## src/rtl/text_ram_reader.sv

```systemverilog
// Read-side controller for the text RAM: fetches msg_len words from base_addr, one per read_ready strobe.
// Optional feature: define TEXT_RD_TERM_STOP_EN to end a message early on a word whose low byte is NUL.
module text_ram_reader #(
    parameter int ADDR_W     = 8,
    parameter int DATA_W     = 24,
    parameter int RD_LATENCY = 2    // legal range 1..3
) (
    input  logic              clk,
    input  logic              reset,
    input  logic              start,
    input  logic [ADDR_W-1:0] base_addr,
    input  logic [ADDR_W:0]   msg_len,
    input  logic              read_ready,
    output logic              rden,
    output logic [ADDR_W-1:0] rd_address,
    input  logic [DATA_W-1:0] ram_q,
    output logic [DATA_W-1:0] text_out,
    output logic              text_valid,
    output logic              busy,
    output logic              done
);

    typedef enum logic [2:0] {
        S_IDLE,
        S_ISSUE,
        S_WAIT,
        S_PRESENT,
        S_DONE
    } state_t;

    localparam logic [1:0] LAT_INIT = 2'(RD_LATENCY);

    state_t            state_q, state_d;
    logic [ADDR_W-1:0] addr_q, addr_d;
    logic [ADDR_W:0]   remaining_q, remaining_d;
    logic [1:0]        lat_q, lat_d;
    logic              rden_q, rden_d;
    logic [ADDR_W-1:0] rd_address_q, rd_address_d;
    logic [DATA_W-1:0] text_out_q, text_out_d;
    logic              text_valid_q, text_valid_d;
    logic              busy_q, busy_d;
    logic              done_q, done_d;

    logic start_ok;
    logic lat_done;
    logic term_hit;

    // done_q is visible while the FSM already sits in IDLE; a start in that cycle is dropped.
    assign start_ok = start && !done_q;
    // lat_q == 1 means this cycle's decrement reaches zero: ram_q is valid now.
    assign lat_done = (lat_q == 2'd1);

`ifdef TEXT_RD_TERM_STOP_EN
    assign term_hit = (ram_q[7:0] == 8'h00);
`else
    assign term_hit = 1'b0;
`endif

    // State register.
    always_ff @(posedge clk) begin
        // NOTE: sequential state uses non-blocking (<=) so every register samples pre-edge values together.
        if (reset) begin
            state_q <= S_IDLE;
        end else begin
            state_q <= state_d;
        end
    end

    // Next-state logic.
    always_comb begin
        // NOTE: every signal written here gets a default first, so no latch can be inferred.
        state_d = state_q;
        case (state_q)
            S_IDLE: begin
                if (start_ok) begin
                    state_d = (msg_len == '0) ? S_DONE : S_ISSUE;
                end
            end
            S_ISSUE: begin
                if (read_ready) begin
                    state_d = S_WAIT;
                end
            end
            S_WAIT: begin
                if (lat_done) begin
                    state_d = term_hit ? S_DONE : S_PRESENT;
                end
            end
            S_PRESENT: begin
                state_d = (remaining_q == (ADDR_W+1)'(1)) ? S_DONE : S_ISSUE;
            end
            S_DONE: begin
                state_d = S_IDLE;
            end
            default: begin
                state_d = S_IDLE;
            end
        endcase
    end

    // Output and datapath logic: next values for the registered outputs and counters.
    always_comb begin
        addr_d       = addr_q;
        remaining_d  = remaining_q;
        lat_d        = lat_q;
        rden_d       = 1'b0;
        rd_address_d = rd_address_q;
        text_out_d   = text_out_q;
        text_valid_d = 1'b0;
        busy_d       = busy_q;
        done_d       = 1'b0;
        case (state_q)
            S_IDLE: begin
                if (start_ok) begin
                    busy_d      = 1'b1;
                    addr_d      = base_addr;
                    remaining_d = msg_len;
                end
            end
            S_ISSUE: begin
                if (read_ready) begin
                    rden_d       = 1'b1;
                    rd_address_d = addr_q;
                    lat_d        = LAT_INIT;
                end
            end
            S_WAIT: begin
                lat_d = lat_q - 2'd1;
                if (lat_done && !term_hit) begin
                    text_out_d = ram_q;
                end
            end
            S_PRESENT: begin
                text_valid_d = 1'b1;
                addr_d       = addr_q + ADDR_W'(1);
                remaining_d  = remaining_q - (ADDR_W+1)'(1);
            end
            S_DONE: begin
                done_d = 1'b1;
                busy_d = 1'b0;
            end
            default: begin
                busy_d = 1'b0;
            end
        endcase
    end

    // Datapath and output registers; reset aborts any message with no done pulse.
    always_ff @(posedge clk) begin
        if (reset) begin
            addr_q       <= '0;
            remaining_q  <= '0;
            lat_q        <= '0;
            rden_q       <= 1'b0;
            rd_address_q <= '0;
            text_out_q   <= '0;
            text_valid_q <= 1'b0;
            busy_q       <= 1'b0;
            done_q       <= 1'b0;
        end else begin
            addr_q       <= addr_d;
            remaining_q  <= remaining_d;
            lat_q        <= lat_d;
            rden_q       <= rden_d;
            rd_address_q <= rd_address_d;
            text_out_q   <= text_out_d;
            text_valid_q <= text_valid_d;
            busy_q       <= busy_d;
            done_q       <= done_d;
        end
    end

    assign rden       = rden_q;
    assign rd_address = rd_address_q;
    assign text_out   = text_out_q;
    assign text_valid = text_valid_q;
    assign busy       = busy_q;
    assign done       = done_q;

endmodule

```

## config.mk

```make
export PLATFORM = sky130hd
export DESIGN_NAME = text_ram_reader
export DESIGN_NICKNAME = d
export VERILOG_FILES = /design/src/rtl/text_ram_reader.sv
export SDC_FILE = /design/constraint.sdc
export NUM_CORES = 1
export LEC_CHECK = 0
export ABC_CLOCK_PERIOD_IN_PS = 3400
export CAP_MARGIN = 20
export CORE_ASPECT_RATIO = 0.9
export CORE_MARGIN = 2
export CORE_UTILIZATION = 40
export CTS_BUF_LIST = sky130_fd_sc_hd__clkbuf_8
export DETAILED_ROUTE_END_ITERATION = 16
export PLACE_DENSITY_LB_ADDON = 0.08
export RECOVER_POWER = 25
export SLEW_MARGIN = 15
export SYNTH_ARGS = -nofsm -noshare
export SYNTH_HDL_FRONTEND = slang
export SYNTH_SLANG_ARGS = --single-unit
```

## constraint.sdc

```tcl
create_clock -name clk -period 3.4 [get_ports clk]
set_clock_uncertainty 0.2 [all_clocks]
set_input_delay 0.85 -clock clk [delete_from_list [all_inputs] [get_ports clk]]
set_output_delay 0.85 -clock clk [all_outputs]
set_load 0.05 [all_outputs]
```

-- Word level (Yosys, flattened, before mapping)
Index checks and enable logic that the tools add are counted.
W data, S select, Z words.
- add/subtract/negate cells: 3
- equality and inequality tests: 9
- multiplexer cells: 17
- bitwise logic cells: 2
- reduce and logical (&&, ||, !) cells: 14
- operators with widths (operator ; number):
    $pmux W9 S2 ; 1
    $pmux W8 S2 ; 1
    $mux W3 ; 5
    $pmux W3 S4 ; 1
    $reduce_and A2 Y1 ; 5
    $eq A9 B1 Y1 const B ; 1
    $logic_not A9 Y1 ; 1
    $mux W9 ; 1
    $sub A9 B1 Y9 const B ; 1
    $add A8 B1 Y8 const B ; 1
    $mux W8 ; 1
    $eq A3 B2 Y1 const B ; 2
    $ne A2 B2 Y1 const B ; 3
    $mux W1 ; 4
    $pmux W2 S2 ; 1
    $reduce_bool A2 Y1 ; 2
    $eq A3 B1 Y1 const B ; 1
    $eq A3 B3 Y1 const B ; 1
    $logic_not A3 Y1 ; 1
    $reduce_and A3 Y1 ; 1
    $reduce_or A3 Y1 ; 1
    $eq A2 B1 Y1 const B ; 1
    $mux W2 ; 1
    $not A1 Y1 ; 2
    other kinds (5) ; 5
- flip-flop bits (word level): 58
- input bits: 45
- output and inout bits: 36
- logic and storage cells: 55

-- Longest topological paths before layout
Gate-level depths: netlist of the first run.
- word-level depth: 4
- depth in mapped cells: 7
- mapped depth without buffers: 6

-- Worst setup path before layout of the first run
No wires, ideal clock.
- path type: in2reg
- from: in start
- to: reg remaining_q[7]
- setup time: 0.132 ns
- data arrival time: 1.659 ns
- data required time: 3.068 ns
- path slack: 1.409 ns
- stages on the path: 6
- buffers on the path: 2
- cell sequence: nor4b_4 -> and2_1 -> buf_4 -> buf_6 -> a22oi_1 -> a21oi_1
- cells in the longest elaborated chain, start to end: 3
- RTL lines (what ; RTL line ; RTL):
    start: declaration ; 10 ; input logic start,
    $logic_and A1 B1 Y1 ; 49 ; assign start_ok = start && !done_q;
    $ne A2 B2 Y1 (no source line) ; - ;
    $reduce_and A2 Y1 (no source line) ; - ;
    end signal: assignment ; 162 ; remaining_q <= remaining_d;
    end: declaration ; 35 ; logic [ADDR_W:0] remaining_q, remaining_d;
No other way between the ends.
A chain may end at the register's enable or synchronous reset.

-- Worst setup path in the final report of the first run
- from: in start
- to: reg remaining_q[2]
Same word-level chain as after synthesis.

==> metrics.cfg, run 1 <==
[status]
status=finished with violations
violations=capacitance limit, slew limit

[timing]
fin_setup_tns_ps=0
tightest_slew_ps=1560
finalMaxSlewViolations=31
max_freq_mhz=381
finalSetupViolations=0
maxSlewHeadroom=-0.0389
fin_crit_sh=0.772
rsz0062_at_grt=no
fin_crit_ps=2630
hold_viol_final=0

[floorplanning]
io_pins=81
initial_utilization=0.408
fp.dieArea_um2=6820
die_y_um=78.5
die_x_um=86.8
core-area_um2=6050
rows=27

[place]
gp_congestion=0.838
dp_hpwl_um=4420
dpl_cell_area_um2=3300
portBuffers=80

[global_route]
use_met1=0.264
grt_usage=0.201
grtUsageMet3=0.0736
grt_max_degree=32
gr-total-overflow=0
use_met2=0.311
grt_pass1_wl_um=10800
grt_antenna_before_repair=0
grt_pass1_vias=2220
busiest_layer=met2

[synth]
yosysMostFrequentCell=nand2_1
synth.top_cell.area_share=0.470
yosysTopAreaCell=dfxtp_1
synth_nets=357
ys_seq_area_frac=0.470
post_synth.cell_area_avg_um2=8.01
ys_ff_latch=58
synthArstFlopShare=0
ys.flop_type=dfxtp_1
syn_inst=308
synth-edff-count=0
ys.warnings.count=0
synthTopCellsByArea=dfxtp_1 (47%), nand2_1 (12%), a21oi_1 (10%)
ys_types=41
syn_area_um2=2470
synthTopCellsByCount=nand2_1 (76), dfxtp_1 (58), a21oi_1 (51), nor2_1 (22), o21ai_0 (13)

[detailed_routing]
via_per_inst=5.18
drt_iter0_drc=107
routed_wl_um=6390
drc_errors=0
wire_per_inst_um=13.9
num_vias=2388
drt-pass1-iter-count=4
drt.antenna.violating_nets=0

[setup_path]
crit_fanout=10
worstSetupPathType=input port to register
r2r-start=state_q[1]
worst_ep_required_time_ps=3440
startpoint=start
worstSetupStartpointType=input port
end_kind=register
worstPathArrival_ps=2670

[clocking]
ctsHoldBuffers=0
cts-root-buf=clkbuf_8
numCtsBuffers=9
insertion_delay_ps=330
cts_buffer_depth=2
postCtsSetupRepairBufs=0
post_cts_resized=0
clkTransAtPathRegs_ps=60
cts_tree=done
ctsHtreeMaxLevel=3
clock_sinks=58

[hold_path]
min-delay-start=text_out[0]
holdCritPathClass=register to register

[power_and_ir_drop]
leakagePower_nw=1.21
p_total_mw=1.47
power_density_nw_per_um2=425
ir_worst_vdd_mv=0.222

[finish]
utilization=0.573
fillerInstances=590
antenna_cells=0
fin_nets=433
multi_input_area_um2=1190
ff_latch_area_um2=1160
area_delta_synth_final_pct=40.3
fin_area_um2=3460
final_layout_size_suffix_gt1_frac=0.0591

[flow_run]
drv_cap=1

## path summary, 6_finish.rpt
| path | end | slack (ps) | depth (start not counted) |
|---|---|---|---|
| setup reg to reg | text_out[4] | 780 | 4 |
| hold reg to reg | text_out[0] | 250 | 2 |
| setup / recovery | remaining_q[2] | 770 | 6 |
| hold / removal | text_out[0] | 250 | 2 |
## layer usage
metal / part of all wire / vias up
li1: - / 1222
met5: 0 / -
met4: 0.0058 / 0
met2: 0.47 / 63
met1: 0.47 / 1099
met3: 0.059 / 4
## final cells by class
type / count / area share
Clock buffer: 10 / 0.0397
Tap cell: 72 / 0.0260
Clock inverter: 6 / 0.00939
Sequential cell: 58 / 0.335
Multi-Input combinational cell: 226 / 0.344
Timing Repair Buffer: 83 / 0.239
Inverter: 6 / 0.00650
## flip-flops by register name, summed over array words and instances (netlist names)
register / cells
addr_q: 8
remaining_q: 9
rden: 1
state_q: 3
text_out: 24
rd_address: 8
done: 1
text_valid: 1
lat_q: 2
busy: 1
## logic make-up (layout without fill, tap and decap cells)
logic type / after synthesis / after routing / share of synthesized area
AOI/OAI and AO/OA: 87 / 87 / 0.201
buffers and inverters: 24 / 105 / 0.0471
DFF: 58 / 58 / 0.470
and+or+nand+nor: 134 / 134 / 0.257
adders and majority gates: 4 / 4 / 0.0203
muxes: 1 / 1 / 0.00405
## worst max-delay path: stages
cell and delay (ps):
dlygate4sd3_1 550, nor4b_4 300, and2_0 490, buf_4 260, a22oi_1 100, a21oi_1 120
## cell usage in the layout (no fill, tap or decap), drive strengths merged, types with 2 or more instances in the layout
| cell | count |
|---|---|
| nor3 | 2 |
| clkinv | 5 |
| nand2 | 76 |
| nand3b | 2 |
| buf | 3 |
| dlygate4sd3 | 2 |
| or3 | 2 |
| clkbuf | 11 |
| nor2 | 22 |
| o21ai | 14 |
| ha | 4 |
| a31oi | 3 |
| clkdlybuf4s50 | 77 |
| a21oi | 51 |
| and3 | 6 |
| inv | 6 |
| dfxtp | 58 |
| a211oi | 6 |
| nand3 | 6 |
| o211ai | 3 |
| and2 | 2 |
| nor4 | 6 |
| nor4b | 2 |
| a221oi | 2 |
| nor3b | 2 |
| a22oi | 4 |
## where the power goes
part           total (mW)  internal, mW  switching [mW]
logic               0.195        0.0962          0.0988
registers           0.735         0.705          0.0295
clock network       0.544         0.277           0.267
## stage by stage
step                setup WS (ps)  instances  hold WS [ps]
detailed placement            598        445           247
global route                  511        461           268
finish                        774        461           252
floorplan                    1410        308           244
global placement              674        445           241
CTS                           784        461           256
No activity file was read; power rests on OpenSTA's default activity.
==> inputs of run 2 (changes only) <==
--- a/config.mk
+++ b/config.mk
@@ -5,7 +5,7 @@
 export SDC_FILE = /design/constraint.sdc
 export NUM_CORES = 1
 export LEC_CHECK = 0
-export ABC_CLOCK_PERIOD_IN_PS = 3400
+export ABC_CLOCK_PERIOD_IN_PS = 2200
 export CAP_MARGIN = 20
 export CORE_ASPECT_RATIO = 0.9
 export CORE_MARGIN = 2
==> constraint.sdc (replaced) <==
create_clock -name clk -period 2.2 [get_ports clk]
set_clock_uncertainty 0.2 [all_clocks]
set_input_delay 0.55 -clock clk [delete_from_list [all_inputs] [get_ports clk]]
set_output_delay 0.55 -clock clk [all_outputs]
set_load 0.05 [all_outputs]
==> metrics.cfg, run 2 (synthesis gave the netlist of run 1 again) <==
[detailed_routing]
num_vias=2465
drt-pass1-iter-count=5
wire_per_inst_um=13.1
via_per_inst=5.20
drc_errors=0
drt.antenna.violating_nets=0
routed_wl_um=6220
drt_iter0_drc=115

[clocking]
numCtsBuffers=9
cts_buffer_depth=2
cts_tree=done
cts-root-buf=clkbuf_8
ctsHtreeMaxLevel=3
clkTransAtPathRegs_ps=70
clock_sinks=58
insertion_delay_ps=330
postCtsSetupRepairBufs=0

[finish]
fin_cells=474
final_layout_size_suffix_gt1_frac=0.124
ff_latch_area_um2=1160
area_delta_synth_final_pct=39.4
fin_area_um2=3440
multi_input_area_um2=1200
utilization=0.569
antenna_cells=0
final_cell_mix=nand2_1 (76), dfxtp_1 (58), a21oi_1 (51), clkdlybuf4s50_1 (42), buf_4 (27)
fin_nets=446
fillerInstances=591
final_common_cell=nand2_1
largest_reg_flops=24

[power_and_ir_drop]
power.share.combinational=0.147
ir_worst_vdd_mv=0.356
p_int_mw=1.68
p_seq_frac=0.495
leakagePower_nw=1.29
power_density_nw_per_um2=663
p_switching_uw=601
pwr-share-clk=0.358
p_sw_frac=0.263

[timing]
finalSetupViolations=0
fin_crit_ps=2050
max_freq_mhz=488
maxSlewHeadroom=0.576
hold_viol_final=0
rsz0062_at_grt=no
tightest_slew_ps=639
finalMaxSlewViolations=0
fin_setup_tns_ps=0
fin_crit_sh=0.931
setup_slack_ps=151

[floorplanning]
rows=27
initial_utilization=0.408
fp.dieArea_um2=6820
core-area_um2=6050
die_x_um=86.8
io_pins=81
die_y_um=78.5

[setup_path]
end_kind=register
worstSetupStartpointType=input port
r2r-start=state_q[1]
crit_fanout=7
startpoint=start
crit_slowest_cell=a21oi_1
worstPathArrival_ps=2110
cpMostUsedCell=a21oi_1
cpPeakStageDelay_ps=460
worstSetupPathType=input port to register
path_cells=clkdlybuf4s50_1 -> nor4b_4 -> buf_4 -> a21oi_1 -> o21ai_0 -> a21oi_1
worst_ep_required_time_ps=2260

[global_route]
grt_pass1_wl_um=10400
grt_usage=0.193
grt_pass1_vias=2188
grt_antenna_before_repair=0
grt_max_degree=30
gr-total-overflow=0

[place]
portBuffers=80
dp_hpwl_um=4390
place_ws_ps=-193
place_inst=458
gp_congestion=0.845
dpl_cell_area_um2=3350

[flow_run]
drv_cap=0

[status]
status=finished, final reports clean

[hold_path]
min-delay-start=text_out[7]
holdCritPathClass=register to register

==> run 2: cell count changes in the layout (fill, tap and decap cells not counted), moves of 2 or more <==
cell             before  now
dlygate4sd2_1         0    2
buf_4                 2   27
clkinv_2              5    3
and2_0                2    0
and2_1                0    2
inv_1                 6    9
buf_12                1    4
clkdlybuf4s50_1      77   42
clkbuf_1              1   19
==> run 2: power groups by stage <==
| stage | Sequential, mW | Combinational (mW) | Clock (mW) |
|---|---|---|---|
| floorplan | 1.17 | 0.154 | 0 |
| global placement | 1.15 | 0.335 | 0 |
| detailed placement | 1.15 | 0.336 | 0 |
| CTS | 1.13 | 0.338 | 0.846 |
| global route | 1.14 | 0.370 | 0.896 |
| finish | 1.13 | 0.335 | 0.817 |
==> run 2: stage by stage <==
step | hold slack (ps) | total power, mW
after CTS | 253 | 2.31
final | 249 | 2.28
after detailed placement | 246 | 1.49
after global placement | 242 | 1.49
after floorplan | 244 | 1.32
after global routing | 277 | 2.40
==> run 2: critical path, delay by kind of cell <==
| family | cells | cell delay [ps] |
|---|---|---|
| buffers and inverters | 2 | 590 |
| AND/OR/NAND/NOR | 1 | 150 |
| AO/OA/AOI/OAI | 3 | 830 |
==> run 2: layer usage <==
metal	track usage	wire [µm]	vias up
met5	0	0	-
met4	0.0609	50	0
met3	0.0589	305	6
met2	0.288	2870	62
met1	0.266	2990	1145
li1	-	-	1252
==> run 2: layout make-up <==
cell class              instances  area share
multi-input cells             226       0.348
clock inverters                 6     0.00763
flip-flops and latches         58       0.337
clock buffers                  10      0.0400
inverters                       6     0.00654
well taps                      72      0.0262
repair buffers                 96       0.234
==> run 2: worst paths after layout <==
path	slack (ps)	to	depth (start not counted)
setup / recovery	150	addr_q[6]	6
hold / removal	250	text_out[7]	2
setup reg to reg	270	addr_q[6]	5
hold reg to reg	250	text_out[7]	2
==> run 2: timing repair <==
action                     in CTS  in global routing
setup endpoints to repair       2                  1
gates resized for setup         2                  1
hold buffers                    0                  0
==> inputs of run 3 (changes only) <==
--- a/config.mk
+++ b/config.mk
@@ -9,7 +9,7 @@
 export CAP_MARGIN = 20
 export CORE_ASPECT_RATIO = 0.9
 export CORE_MARGIN = 2
-export CORE_UTILIZATION = 40
+export CORE_UTILIZATION = 43
 export CTS_BUF_LIST = sky130_fd_sc_hd__clkbuf_8
 export DETAILED_ROUTE_END_ITERATION = 16
 export PLACE_DENSITY_LB_ADDON = 0.08
==> metrics.cfg, run 3 (synthesis gave the netlist of run 1 again) <==
[global_route]
gr-total-overflow=0
grt_usage=0.202
grt_antenna_before_repair=0
grt_pass1_wl_um=10100
grt_max_degree=25
grt_pass1_vias=2134

[timing]
tightest_slew_ps=702
finalSetupViolations=0
rsz0062_at_grt=no
setup_slack_ps=116
max_freq_mhz=480
fin_crit_ps=2080
fin_crit_sh=0.947
maxSlewHeadroom=0.532
finalMaxSlewViolations=0
hold_viol_final=0

[setup_path]
startpoint=start
path_buf_inv=2
worstPathArrival_ps=2130
worstSetupPathType=input port to register
r2r-start=state_q[1]
end_kind=register
worstSetupStartpointType=input port
cpPeakStageDelay_ps=490
crit_slowest_cell=a21oi_1
path_cells=clkdlybuf4s50_1 -> nor4b_4 -> buf_4 -> a21oi_1 -> o21ai_0 -> a21oi_1
cpMostUsedCell=a21oi_1
cp_top_family=compound AO/OA/AOI/OAI gates
worst_ep_required_time_ps=2250
crit_fanout=7

[floorplanning]
die_y_um=75.9
rows=26
io_pins=81
initial_utilization=0.441
fp.dieArea_um2=6360
core-area_um2=5600
die_x_um=83.9

[clocking]
clock_sinks=58
post_cts_resized=2
cts-root-buf=clkbuf_8
postCtsSetupRepairBufs=0
ctsHoldBuffers=0
clkTransAtPathRegs_ps=60
ctsHtreeMaxLevel=3
insertion_delay_ps=320
cts_tree=done
numCtsBuffers=9
cts_buffer_depth=2

[place]
place_ws_ps=-175
dp_hpwl_um=4540
gp_congestion=0.813
portBuffers=80
place_inst=455

[status]
status=finished, final reports clean

[finish]
ff_latch_area_um2=1160
fin_nets=445
largest_reg_flops=24
multi_input_area_um2=1190
antenna_cells=0
final_cell_mix=nand2_1 (76), dfxtp_1 (58), a21oi_1 (51), clkdlybuf4s50_1 (43), buf_4 (27)
fin_cells=470
final_layout_size_suffix_gt1_frac=0.118
fillerInstances=534
area_delta_synth_final_pct=38.6
final_common_cell=nand2_1

[power_and_ir_drop]
pwr-share-clk=0.409
power.share.combinational=0.130
p_int_mw=1.85
leakagePower_nw=1.28
power_density_nw_per_um2=716
p_switching_uw=600
ir_worst_vdd_mv=0.459
p_sw_frac=0.245
p_seq_frac=0.462

[detailed_routing]
drt.antenna.violating_nets=0
wl_met1_um=2970
wire_per_inst_um=13.6
via_per_inst=5.20
wl_met2_um=3020
drc_errors=0
num_vias=2444
top_layer_used=met4
drt_iter0_drc=155
drt-pass1-iter-count=4
routed_wl_um=6400
wl_met3_um=371

[hold_path]
holdCritPathClass=register to register
min-delay-start=text_out[6]

[flow_run]
drv_cap=0

[run 3: changes by cell type in the layout (fill, tap and decap cells not counted), sizes merged]
cell	before	now
clkdlybuf4s50	42	43
dlygate4sd3	1	0
clkbuf	29	33
bufinv	0	1
clkinv	3	1
inv	9	7
buf	32	29
[run 3: worst paths after layout]
| kind | slack [ps] | cells past startpoint | endpoint |
|---|---|---|---|
| setup reg to reg | 190 | 5 | remaining_q[2] |
| setup / recovery | 120 | 6 | remaining_q[2] |
| hold reg to reg | 250 | 2 | text_out[6] |
| hold / removal | 250 | 2 | text_out[6] |
[run 3: worst reg2reg max path: stages, from the launching register on]
cell	delay [ps]
dfxtp_1	610
nor4b_4	110
buf_4	160
a21oi_1	490
o21ai_0	190
a21oi_1	180
[run 3: layer usage]
layer / global-route usage / up-vias
met2: 0.321 / 68
li1: - / 1247
met4: 0.0538 / 0
met3: 0.0758 / 2
met5: 0 / -
met1: 0.264 / 1127
[run 3: cell type report]
type | count | share of cell area
Clock buffer | 12 | 0.0483
Inverter | 6 | 0.00658
Tap cell | 70 | 0.0256
Clock inverter | 3 | 0.0113
Sequential cell | 58 | 0.339
Timing Repair Buffer | 95 | 0.221
Multi-Input combinational cell | 226 | 0.348
[run 3: power by group through the flow]
stage                     clock, mW  combinational (mW)  sequential, mW
after floorplan                   0               0.154            1.17
after global placement            0               0.317            1.15
after detailed placement          0               0.320            1.15
after CTS                      1.02               0.321            1.13
after global routing           1.08               0.351            1.14
final                          1.00               0.317            1.13
[run 3: stage by stage]
step	instance area, µm²	power [mW]	utilization	hold WS (ps)	TNS, ps
6_report	3420	2.45	0.611	252	0
5_1_grt	3420	2.57	0.611	276	0
4_1_cts	3500	2.48	0.625	256	0
3_5_place_dp	3300	1.47	0.589	250	-1610
3_3_place_gp	3300	1.47	0.589	241	-1170
2_1_floorplan	2470	1.32	-	244	0
